==> config.mk <==
export PLATFORM = sky130hd
export DESIGN_NAME = dpmem_arbiter
export DESIGN_NICKNAME = d
export VERILOG_FILES = /design/src/rtl/dpmem_arbiter.sv
export SDC_FILE = /design/constraint.sdc
export NUM_CORES = 1
export LEC_CHECK = 0
export ABC_CLOCK_PERIOD_IN_PS = 1240
export BUFFER_PORTS_ARGS = -buffer_cell sky130_fd_sc_hd__buf_2
export CAP_MARGIN = 20
export CORE_MARGIN = 3
export CORE_UTILIZATION = 31
export CTS_CLUSTER_SIZE = 16
export DETAILED_ROUTE_END_ITERATION = 10
export GPL_TIMING_DRIVEN = 1
export PLACE_DENSITY = 0.83
export SKIP_LAST_GASP = 1
export SLEW_MARGIN = 20
export SYNTH_ARGS = -nofsm -noshare
export SYNTH_HDL_FRONTEND = slang
export SYNTH_SLANG_ARGS = --single-unit
==> constraint.sdc <==
create_clock -name clk -period 1.24 [get_ports clk]
set_clock_uncertainty 0.2 [all_clocks]
set_input_delay 0.062 -clock clk [delete_from_list [all_inputs] [get_ports clk]]
set_output_delay 0.062 -clock clk [all_outputs]
set_load 0.1 [all_outputs]
==> src/rtl/dpmem_arbiter.sv <==
// Two-requester front end for a dual-port memory: independent round-robin
// read and write arbiters, with read data steered back to the issuing requester.
module dpmem_arbiter #(
   parameter int ADDR_W = 4,
   parameter int DATA_W = 4
) (
   input  logic              clk,
   input  logic              rst,
   input  logic              a_valid,
   input  logic              a_write,
   input  logic [ADDR_W-1:0] a_addr,
   input  logic [DATA_W-1:0] a_wdata,
   output logic              a_ready,
   output logic              a_rsp_valid,
   output logic [DATA_W-1:0] a_rsp_data,
   input  logic              b_valid,
   input  logic              b_write,
   input  logic [ADDR_W-1:0] b_addr,
   input  logic [DATA_W-1:0] b_wdata,
   output logic              b_ready,
   output logic              b_rsp_valid,
   output logic [DATA_W-1:0] b_rsp_data,
   output logic [ADDR_W-1:0] mem_ra,
   input  logic [DATA_W-1:0] mem_rd,
   output logic              mem_we,
   output logic [ADDR_W-1:0] mem_wa,
   output logic [DATA_W-1:0] mem_wd
);

   typedef enum logic {REQ_A = 1'b0, REQ_B = 1'b1} req_e;

   req_e rd_ptr;
   req_e wr_ptr;
   logic rsp_vld_p1;
   req_e rsp_owner_p1;

   logic a_rd, b_rd, a_wr, b_wr;
   logic rd_gnt_a, rd_gnt_b, wr_gnt_a, wr_gnt_b;

   // Grants are suppressed during reset so nothing reaches the memory.
   always_comb begin
      a_rd     = a_valid && !a_write;
      b_rd     = b_valid && !b_write;
      a_wr     = a_valid &&  a_write;
      b_wr     = b_valid &&  b_write;
      rd_gnt_a = !rst && a_rd && (!b_rd || rd_ptr == REQ_A);
      rd_gnt_b = !rst && b_rd && (!a_rd || rd_ptr == REQ_B);
      wr_gnt_a = !rst && a_wr && (!b_wr || wr_ptr == REQ_A);
      wr_gnt_b = !rst && b_wr && (!a_wr || wr_ptr == REQ_B);
      a_ready  = rd_gnt_a || wr_gnt_a;
      b_ready  = rd_gnt_b || wr_gnt_b;
   end

   always_comb begin
      mem_we = 1'b0;
      mem_wa = '0;
      mem_wd = '0;
      mem_ra = '0;
      if (wr_gnt_a) begin
         mem_we = 1'b1;
         mem_wa = a_addr;
         mem_wd = a_wdata;
      end else if (wr_gnt_b) begin
         mem_we = 1'b1;
         mem_wa = b_addr;
         mem_wd = b_wdata;
      end
      if (rd_gnt_a)
         mem_ra = a_addr;
      else if (rd_gnt_b)
         mem_ra = b_addr;
   end

   // Stage p0 -> p1: remember who owns the read the memory is returning next cycle.
   always_ff @(posedge clk) begin
      if (rst) begin
         rd_ptr       <= REQ_A;
         wr_ptr       <= REQ_A;
         rsp_vld_p1   <= 1'b0;
         rsp_owner_p1 <= REQ_A;
      end else begin
         rsp_vld_p1 <= rd_gnt_a || rd_gnt_b;
         if (rd_gnt_a) begin
            rd_ptr       <= REQ_B;
            rsp_owner_p1 <= REQ_A;
         end else if (rd_gnt_b) begin
            rd_ptr       <= REQ_A;
            rsp_owner_p1 <= REQ_B;
         end
         if (wr_gnt_a)
            wr_ptr <= REQ_B;
         else if (wr_gnt_b)
            wr_ptr <= REQ_A;
      end
   end

   always_comb begin
      a_rsp_valid = rsp_vld_p1 && (rsp_owner_p1 == REQ_A);
      b_rsp_valid = rsp_vld_p1 && (rsp_owner_p1 == REQ_B);
      a_rsp_data  = a_rsp_valid ? mem_rd : '0;
      b_rsp_data  = b_rsp_valid ? mem_rd : '0;
   end

endmodule
==> results of run 1 <==
[cell families after synthesis]
kind of cell    Yosys count  share of synthesized area, %
simple gates             30                         40.95
compound gates           22                         37.39
flops                     4                         18.99
buf+inv                   2                         2.670
[cells in the mapped netlist]
library cell / instances / share of area [%]
inv_4: 1 / 1.5
or2_1: 1 / 1.5
a22o_1: 4 / 8.3
a21oi_1: 2 / 2.4
dfxtp_1: 4 / 19
and3_1: 4 / 5.9
o22ai_1: 8 / 12
nor3_4: 1 / 3.9
nor2b_1: 2 / 3.0
a21o_1: 1 / 1.8
nand2_2: 1 / 1.5
buf_2: 1 / 1.2
nand2_1: 10 / 8.9
a211oi_1: 1 / 1.8
o21ai_1: 1 / 1.2
a31o_1: 1 / 2.1
o2111a_1: 1 / 2.7
and3_4: 1 / 2.7
nand2b_1: 1 / 1.5
and2_1: 5 / 7.4
nor2_1: 3 / 2.7
o21bai_1: 3 / 5.3
nor2b_2: 1 / 2.1
[stage by stage]
step / setup TNS [ns] / cells / setup WS [ns]
2_1_floorplan: -4.047 / 58 / -0.3775
3_3_place_gp: -2.052 / 131 / -0.3250
==> results.toml, run 1 <==
[run_status]
status = "stopped before the end"
lastStage = "detailed placement (3_5_place_dp)"
tool.error = "[ERROR DPL-0038] Utilization greater than 100%, impossible to legalize"

[yosys]
syn_inst = 58
avgSynthCellArea_um2 = 7.270
syn-num-nets = 84
synth-seq-area-share_pct = 18.99
synth_cell_types = 23
synth_area_um2 = 421.7
synth_seq_cells = 4
yosysWarnings = 0

[floorplan]
rows = 12
die_w_um = 42.88
boundaryPins = 51
initial_utilization_pct = 35.55
fp.dieH_um = 42.88

[placement]
globalplace.congestion = 0.8135
io_buffers = 50
==> inputs of run 2 (changes only) <==
Settings changed: CORE_AREA set to 3 3 64 66, CORE_MARGIN 3 to unset, CORE_UTILIZATION 31 to unset, CTS_CLUSTER_SIZE 16 to unset, DIE_AREA set to 0 0 67 69, PLACE_DENSITY 0.83 to unset, PLACE_DENSITY_LB_ADDON set to 0.15.
==> run 2 against run 1 <==
  * The flow now finishes, with violations (negative setup slack)
  * Synthesized cell count did not move
  * Area after synthesis unchanged
==> results.toml, run 2 <==
[run_status]
status = "finished, violations left"
violations = "negative setup slack"

[routing]
top_layer = "met4"
routed_via_density = 4.121
wl_met3_um = 201
antenna_left = 0
drt-initial-drc-count = 7
drt-total-wl_mm = 2.053
vias = 713
route.detailed.drc = 0
drtPass1Iterations = 3
wl_per_cell_um = 11.87
wl_met1_um = 696
wl_met2_mm = 1.145

[finish]
syn_to_final_growth_pct = 263.8
final_util_pct = 42.22
drive_above_1_share_pct = 84.00
final_cell_mix = "buf_12, buf_2, nand2_1, buf_4, o22ai_4"
final_common_cell = "buf_12"
diodes = 0
fin_nets = 153

[yosys]
avgSynthCellArea_um2 = 7.270
syn_inst = 58
async_flop_share_pct = 0
synth.most_common_cell = "nand2_1"
yosysWarnings = 0
synth-seq-area-share_pct = 18.99
synth_area_leader_cell = "dfxtp_1"
synth_area_um2 = 421.7
synth_common_cells = "nand2_1, o22ai_1, and2_1"
synth_top_area_share_pct = 18.99
ys_top_cells_by_area = "dfxtp_1, o22ai_1, nand2_1"
synth_cell_types = 23
synth_enable_flop_cells = 0
syn-num-nets = 84
synthFlopType = "dfxtp_1"
synth_seq_cells = 4

[critical_path]
cp-startpoint = "wr_ptr$_SDFFE_PP0P_"
reg2reg_to = "wr_ptr$_SDFFE_PP0P_"
path_class = "reg -> out"
rrSetupSlack_ns = 0.05
required_ns = 0.98
end_kind = "output pin"
worstPathMaxFanout = 4
r2r_start = "wr_ptr$_SDFFE_PP0P_"
startpoint_type = "flip-flop"
crit_path_end = "mem_wa[1]"
cp_data_arrival_time_ns = 1.36
r2r_cells = 4

[placement]
dp_hpwl_mm = 1.768
io_buffers = 50
globalplace.congestion = 0.6764
dp_slack_ns = -0.1921

[sta]
period_needed_ns = 1.624
rsz0062_at_grt = "true"
drv_slew = 0
finalCritPeriodShare_pct = 131.0
max_clock_freq_ghz = 0.6157
setup_viol = 23
worst_pin_slew_ns = 0.2496
hold_viol_final = 0
fin_ws_ns = -0.3842
slew_headroom_pct = 83.36

[cts]
cts_made_buffers = 3
clk_pin_slew_ns = 0.03
cts_tree = "done"
clk_latency_ns = 0.22
cts.htree.levels = 1
cts-root-buf = "clkbuf_8"
clock_path_buffers = 2
cts_sinks = 4

[floorplan]
die_w_um = 67
core_area_um2 = 3633
dieArea_um2 = 4623
fp.dieH_um = 69
rows = 22
initial_utilization_pct = 11.60
boundaryPins = 51

[pwr]
finalPower_mw = 1.134
leakage_nw = 0.6308
p_per_area_nw_per_um2 = 739.5
irDropWorstVdd_uv = 310.2

[grt]
antenna_found_initial = 0
grt-ovfl-total = 0
grt_pass1_wl_mm = 3.539
grt_max_degree = 8
grt_pass1_vias = 782
grtUsageTotal_pct = 9.659

[hold_path]
min_path_type = "in -> reg"

[flow_run]
maxCapViolCount = 0
run 2: cell counts after synthesis:
No cell type changed its count.
run 2: cell families (layout without fill, tap and decap cells):
| family | after synthesis | after routing | share of synthesized area, % |
|---|---|---|---|
| simple gates | 30 | 30 | 40.95 |
| buf+inv | 2 | 69 | 2.670 |
| flops | 4 | 4 | 18.99 |
| compound gates | 22 | 22 | 37.39 |
run 2: final cells by class:
class | count | area (um2)
Inverter | 1 | 6.256
Tap cell | 48 | 60.06
Timing Repair Buffer | 65 | 764.5
Fill cell | 367 | 2100
Multi-Input combinational cell | 52 | 574.3
Clock buffer | 3 | 41.29
Sequential cell | 4 | 87.58
run 2: timing repair:
item | in CTS | in global routing
pin swaps | 4 | 5
cloned | 0 | 0
endpoints found under the setup margin | 24 | 25
hold endpoints to repair | 2 | 0
gates resized for setup | 8 | 2
buffers inserted | 3 | 1
hold buffers | 1 | 0
run 2: critical path: stages, from the launching register on:
cell and delay, ns:
dfxtp_2 0.32, and3_4 0.16, or2_4 0.28, o22ai_4 0.19
buf_12 0.20
run 2: metrics by stage:
| step | std cells | cell area [um2] | hold slack [ns] | setup TNS (ns) |
|---|---|---|---|---|
| 6_report | 173 | 1534 | 0.03998 | -4.935 |
| 5_1_grt | 173 | 1534 | 0.05870 | -5.924 |
| 4_1_cts | 173 | 1525 | 0.04763 | -5.302 |
| 3_5_place_dp | 167 | 1420 | 0.1875 | -2.042 |
| 3_3_place_gp | 167 | 1420 | 0.1855 | -1.782 |
| 2_1_floorplan | 58 | 649.4 | 0.04720 | -4.047 |
run 2: power breakdown:
group          switching [mW]  internal, mW  leakage (nW)  total [mW]
clock network          0.0681         0.207        0.0216       0.275
registers              0.0121         0.139        0.0347       0.151
logic                   0.424         0.283         0.575       0.708
total                   0.505         0.630         0.631        1.13
run 2: routing by layer:
metal  vias up  global-route usage, %
met5         -                      0
met4         0                  3.378
met3         2                  2.443
met2        35                  17.90
met1       320                  10.09
li1        356                      -
run 2: worst min path at each step:
stage	cells after the start	slack, ns	start	end
floorplan	3	0.05	a_write	rsp_vld_p1$_SDFF_PP0_
global placement	4	0.19	a_write	rsp_vld_p1$_SDFF_PP0_
detailed placement	4	0.19	a_write	rsp_vld_p1$_SDFF_PP0_
CTS	3	0.05	rst	wr_ptr$_SDFFE_PP0P_
global route	3	0.06	rst	wr_ptr$_SDFFE_PP0P_
finish	3	0.04	rst	wr_ptr$_SDFFE_PP0P_
(Power assumes the default switching activity.)
